### src/rtl/mdu_if.sv
// Pipeline <-> multiply/divide unit bundle: operands, op code and handshake in,
// HI/LO architectural registers and the stall indication out.
interface mdu_if;
    logic [31:0] A;
    logic [31:0] B;
    logic [2:0]  MDUOp;
    logic        Start;
    logic        Flush;
    logic        Busy;
    logic [31:0] HI;
    logic [31:0] LO;

    modport master (output A, B, MDUOp, Start, Flush, input Busy, HI, LO);
    modport slave  (input A, B, MDUOp, Start, Flush, output Busy, HI, LO);
endinterface

### src/rtl/mdu_iter.sv
// Multi-cycle MULT/MULTU/DIV/DIVU unit with architectural HI/LO.
// Multiply completes one cycle after Start; divide is restoring, one quotient bit per cycle.
module mdu_iter #(
    parameter int DIV_CYCLES = 32
) (
    input logic  clk,
    input logic  rst,
    mdu_if.slave bus
);
    localparam logic [1:0] IDLE = 2'd0;
    localparam logic [1:0] MUL  = 2'd1;
    localparam logic [1:0] DIV  = 2'd2;
    localparam logic [1:0] FIX  = 2'd3;

    localparam logic [2:0] OP_MULT  = 3'b000;
    localparam logic [2:0] OP_MULTU = 3'b001;
    localparam logic [2:0] OP_DIV   = 3'b010;
    localparam logic [2:0] OP_DIVU  = 3'b011;
    localparam logic [2:0] OP_MTHI  = 3'b100;
    localparam logic [2:0] OP_MTLO  = 3'b101;

    localparam logic [5:0] LAST_ITER = 6'(DIV_CYCLES - 1);

    logic [1:0]  state;
    logic [63:0] prod;
    logic [31:0] rem, quot, dvsr, a_sav;
    logic [31:0] hi_q, lo_q;
    logic [5:0]  cnt;
    logic        sign_a, sign_b, dz;

    // Even op codes within each pair are the signed variants.
    logic        op_signed, sa, sb;
    logic [31:0] abs_a, abs_b;
    logic [63:0] ext_a, ext_b, prod_next;
    logic [32:0] trial, diff;
    logic        ge;
    logic [31:0] q_fix, r_fix;

    always_comb begin
        op_signed = ~bus.MDUOp[0];
        sa        = op_signed & bus.A[31];
        sb        = op_signed & bus.B[31];
        abs_a     = sa ? -bus.A : bus.A;
        abs_b     = sb ? -bus.B : bus.B;
        ext_a     = {{32{sa}}, bus.A};
        ext_b     = {{32{sb}}, bus.B};
        prod_next = ext_a * ext_b;
    end

    // Remainder stays below the divisor, so the borrow bit alone decides the quotient bit.
    always_comb begin
        trial = {rem, quot[31]};
        diff  = trial - {1'b0, dvsr};
        ge    = ~diff[32];
        q_fix = (sign_a ^ sign_b) ? -quot : quot;
        r_fix = sign_a ? -rem : rem;
    end

    assign bus.Busy = (state != IDLE);
    assign bus.HI   = hi_q;
    assign bus.LO   = lo_q;

    always_ff @(posedge clk or posedge rst) begin
        if (rst) begin
            state  <= IDLE;
            prod   <= '0;
            rem    <= '0;
            quot   <= '0;
            dvsr   <= '0;
            a_sav  <= '0;
            cnt    <= '0;
            sign_a <= 1'b0;
            sign_b <= 1'b0;
            dz     <= 1'b0;
            hi_q   <= '0;
            lo_q   <= '0;
        end else if (bus.Flush) begin
            state <= IDLE;
        end else begin
            case (state)
                IDLE: if (bus.Start) begin
                    case (bus.MDUOp)
                        OP_MULT, OP_MULTU: begin
                            prod  <= prod_next;
                            state <= MUL;
                        end
                        OP_DIV, OP_DIVU: begin
                            rem    <= '0;
                            quot   <= abs_a;
                            dvsr   <= abs_b;
                            sign_a <= sa;
                            sign_b <= sb;
                            dz     <= (bus.B == 32'd0);
                            a_sav  <= bus.A;
                            cnt    <= '0;
                            state  <= DIV;
                        end
                        OP_MTHI: hi_q <= bus.A;
                        OP_MTLO: lo_q <= bus.A;
                        default: ;
                    endcase
                end
                MUL: begin
                    hi_q  <= prod[63:32];
                    lo_q  <= prod[31:0];
                    state <= IDLE;
                end
                DIV: begin
                    rem  <= ge ? diff[31:0] : trial[31:0];
                    quot <= {quot[30:0], ge};
                    cnt  <= cnt + 6'd1;
                    if (cnt == LAST_ITER) state <= FIX;
                end
                FIX: begin
                    // Divide by zero bypasses sign fixup entirely.
                    lo_q  <= dz ? 32'hFFFF_FFFF : q_fix;
                    hi_q  <= dz ? a_sav : r_fix;
                    state <= IDLE;
                end
                default: state <= IDLE;
            endcase
        end
    end
endmodule

### src/flat_wrapper.sv
// flat-port wrapper written by rule: the top's interface ports become plain ports
module mdu_iter_flat 
#(
    parameter int DIV_CYCLES = 32
)
  (clk, rst, bus_A, bus_B, bus_MDUOp, bus_Start, bus_Flush, bus_Busy, bus_HI, bus_LO);
  mdu_if bus_i ();
  input logic clk;
  input logic rst;
  input wire logic [$bits(bus_i.A)-1:0] bus_A;
  input wire logic [$bits(bus_i.B)-1:0] bus_B;
  input wire logic [$bits(bus_i.MDUOp)-1:0] bus_MDUOp;
  input wire logic [$bits(bus_i.Start)-1:0] bus_Start;
  input wire logic [$bits(bus_i.Flush)-1:0] bus_Flush;
  output wire logic [$bits(bus_i.Busy)-1:0] bus_Busy;
  output wire logic [$bits(bus_i.HI)-1:0] bus_HI;
  output wire logic [$bits(bus_i.LO)-1:0] bus_LO;
  assign bus_i.A = bus_A;
  assign bus_i.B = bus_B;
  assign bus_i.MDUOp = bus_MDUOp;
  assign bus_i.Start = bus_Start;
  assign bus_i.Flush = bus_Flush;
  assign bus_Busy = bus_i.Busy;
  assign bus_HI = bus_i.HI;
  assign bus_LO = bus_i.LO;
  mdu_iter #(.DIV_CYCLES(DIV_CYCLES)) u_core (.clk(clk), .rst(rst), .bus(bus_i));
endmodule
### config.mk
export PLATFORM = sky130hd
export DESIGN_NAME = mdu_iter_flat
export DESIGN_NICKNAME = d
export VERILOG_FILES = /design/src/rtl/mdu_if.sv /design/src/rtl/mdu_iter.sv /design/src/flat_wrapper.sv
export SDC_FILE = /design/constraint.sdc
export NUM_CORES = 2
export LEC_CHECK = 0
export BUFFER_PORTS_ARGS = -buffer_cell sky130_fd_sc_hd__buf_2
export CAP_MARGIN = 20
export CORE_UTILIZATION = 35
export CTS_BUF_LIST = sky130_fd_sc_hd__clkbuf_4 sky130_fd_sc_hd__clkbuf_8
export DETAILED_ROUTE_END_ITERATION = 7
export GPL_ROUTABILITY_DRIVEN = 0
export PLACE_DENSITY_LB_ADDON = 0.05
export SYNTH_ARGS = -nofsm -noshare
export SYNTH_HDL_FRONTEND = slang
export SYNTH_SLANG_ARGS = --single-unit
### constraint.sdc
create_clock -name clk -period 8.65 [get_ports clk]
set_clock_uncertainty 0.2 [all_clocks]
set_input_delay 1.73 -clock clk [delete_from_list [all_inputs] [get_ports clk]]
set_output_delay 1.73 -clock clk [all_outputs]
set_load 0.03 [all_outputs]
==> out/qor.yml <==
critical_path:
  critPathMaxStageDelay_ns: 0.63
  worstRegToRegCells: 15
  cpMostUsedCell: "fa_1"
  cpMaxStageDelayCell: "fa_1"
  worstReg2RegEnd: "u_core.rem[15]"
  path_delay_family: "adder cells"
  critPathKind: "in2reg"
  cp_max_fo: 7
  rrSetupSlack_ns: 3.55
  reg2reg_from: "u_core.quot[31]"
  crit_buf_inv: 9
  cp-start-kind: "input pin"
  worstPathArrival_ns: 9.14
  end_kind: "flip-flop"
  worstPathRequired_ns: 9.01
sta:
  tightest_slew_ns: 0.9818
  post-route-period-util_pct: 101.5
  slew_violations: 0
  worst_slack_ns: -0.1279
  relSlewSlack_pct: 34.55
  setup_viol: 6
  min_period_ns: 8.778
  fmax_mhz: 113.9
  finalSetupTns_ns: -0.3112
  timing_hold_violations_final: 0
  rsz0062_at_grt: "yes"
outcome:
  violations: "setup timing"
  status: "complete, but fails checks"
min_path:
  whs_path_depth: 2
  hold_start: "u_core.a_sav[28]"
  hold_end: "u_core.a_sav[28]"
  hold_path.class: "reg2reg"
detailed_routing:
  drtIter0Drc: 2962
  wl_per_cell_um: 25.04
  drt_pass1_iterations: 5
  dr_total_vias: 43220
  via_per_inst: 4.973
  drt_drc_violations_left: 0
  wirelength_mm: 217.6
  antenna_left: 0
final_layout:
  syn2layout_area_growth_pct: 20.09
  nets: 8053
  drive_gt1_share_pct: 17.78
logic_synthesis:
  synthAdderAreaFrac_pct: 47.63
  yosys.area_share.simple_pct: 15.95
  synth-xor-area-share_pct: 3.480
  netlist.top_cell.by_area: "fa_1"
  synthCells: 6112
  yosysMostFrequentCell: "inv_1"
  synth_mux_area_share_pct: 1.531
  synth_edf_count: 0
  ys_warn_count: 0
  synthesis.nets: 7558
  synth_top_area_share_pct: 41.85
  synth_common_cells: "inv_1 (1134), nand2_1 (1132), fa_1 (1126)"
  synth_top_family_by_area: "adder cells"
  syn_area_mm2: 0.05387
  ys_seq_area_share_pct: 12.40
  synth_top_cells_by_area: "fa_1 (42%), dfrtp_1 (12%), inv_1 (7.9%)"
  ys_ff_latch: 267
  async_flop_share_pct: 100.0
  synth_flop_cell: "dfrtp_1"
  syn_area_per_cell_um2: 8.813
  synth_cell_types: 96
  synth_compound_area_share_pct: 8.237
place:
  io_buffers: 135
  preCtsSetupSlack_ns: -1.294
  dp_hpwl_mm: 177.9
clock_tree:
  cts_tree: "built"
  cts_max_path_buffers: 3
  insertion_delay_ns: 0.72
  cts_made_buffers: 49
  cts_root_buffer: "clkbuf_8"
  cts.sinks: 267
  htree_levels: 2
  clk_pin_slew_ns: 0.07
grt:
  grt_antenna_before_repair: 27
  grt.total_usage_pct: 27.34
  grt_pass1_wl_mm: 312.5
  grt_pass1_vias: 45890
  grt_max_degree: 128
  grt_overflow: 0
die:
  coreArea_mm2: 0.1524
  die_width_um: 394.3
  die_area_mm2: 0.1555
  start_util_pct: 35.34
  num_rows: 143
  io_pins: 136
  fp.dieH_um: 394.3
job:
  maxCapViolCount: 0
-- worst reg2reg max path, stage by stage (launching register included) --
cell      delay (ns)
dfrtp_1         0.36
inv_1           0.26
ha_1            0.25
inv_1           0.06
fa_1            0.42
a211oi_1        0.24
nor2_1          0.14
o211ai_1        0.24
a211oi_1        0.16
o41a_1          0.40
o31ai_2         0.40
a21oi_1         0.17
a211oi_4        0.61
buf_4           0.56
mux2_2          0.43
o21ai_1         0.11
-- worst max path at each step --
stage / start / end / slack (ns) / cells after the start
after global placement: bus_A[10] / u_core.prod[28] / -1.33 / 26
after global routing: bus_A[31] / u_core.prod[62] / -0.35 / 33
after detailed placement: bus_A[21] / u_core.prod[54] / -1.29 / 29
after CTS: bus_MDUOp[0] / u_core.prod[62] / -0.07 / 30
final: bus_A[31] / u_core.prod[62] / -0.13 / 29
after floorplan: bus_A[31] / u_core.prod[62] / -0.87 / 29
-- layer usage --
layer  up-vias  track usage, %  routed length, um
met2      1074           45.34             102800
met4         8           7.956               7610
met5         -               0                 68
met3       225           3.092              12360
li1      19480               -                  -
met1     22440           37.50              94780
-- flip-flops by register name (all words and copies together) (netlist names), 6 cells and up --
signal / cells
u_core.a_sav: 32
u_core.bus.HI: 32
u_core.bus.LO: 32
u_core.cnt: 6
u_core.dvsr: 32
u_core.prod: 64
u_core.quot: 32
u_core.rem: 32
-- through the flow --
step | utilization, % | instances | hold slack, ns | cell area [um^2]
6_report | 42.43 | 8692 | 0.2713 | 64690
5_1_grt | 42.42 | 8684 | 0.2939 | 64670
4_1_cts | 41.35 | 8627 | 0.2719 | 63040
3_5_place_dp | 40.19 | 8517 | 0.2557 | 61260
3_3_place_gp | 40.19 | 8517 | 0.2517 | 61260
2_1_floorplan | - | 6112 | 0.2376 | 54400
-- cell usage in the layout, fill, tap and decap left out, drive strengths merged, types with 8 or more instances in the layout --
master / n
or4: 11
ha: 249
a211oi: 19
diode: 15
nor2b: 15
nand4: 12
o21bai: 13
mux2i: 79
or3: 15
a21oi: 192
nor2: 218
and2: 356
nand3: 33
clkinv: 15
o21a: 14
a21o: 38
a31oi: 22
o22ai: 35
o211ai: 13
xor2: 93
fa: 1126
o41ai: 16
nor4: 20
o21ai: 298
or2: 8
and3: 9
buf: 806
clkbuf: 98
dfrtp: 267
nand2b: 24
xnor2: 121
nor3: 40
nand2: 1132
inv: 1133
a221oi: 8
o31ai: 28
-- cell type report --
class / instances / area (um^2)
fillers: 15570 / 87750
multi-input cells: 4319 / 42380
repair buffers: 833 / 7641
flip-flops and latches: 267 / 6690
inverters: 1137 / 4279
well taps: 2030 / 2540
clock buffers: 71 / 902.1
clock inverters: 20 / 215.2
diodes: 15 / 37.54
-- what timing repair did --
| action | 4_1_cts | 5_1_grt |
|---|---|---|
| setup buffers | 18 | 38 |
| hold buffers | 0 | 0 |
| setup endpoints to repair | 32 | 32 |
| pin swaps | 65 | 157 |
| gates resized for setup | 130 | 270 |
| cloned | 2 | 13 |
-- cell families after synthesis --
| logic type | after synthesis |
|---|---|
| flops | 267 |
| mux | 82 |
| simple gates | 1912 |
| fa+ha+maj | 1375 |
| buf+inv | 1526 |
| xor+xnor | 214 |
| compound gates | 736 |
Power is not shown: default switching activity piles up to over one toggle a cycle in this logic, so the estimate is an artifact.
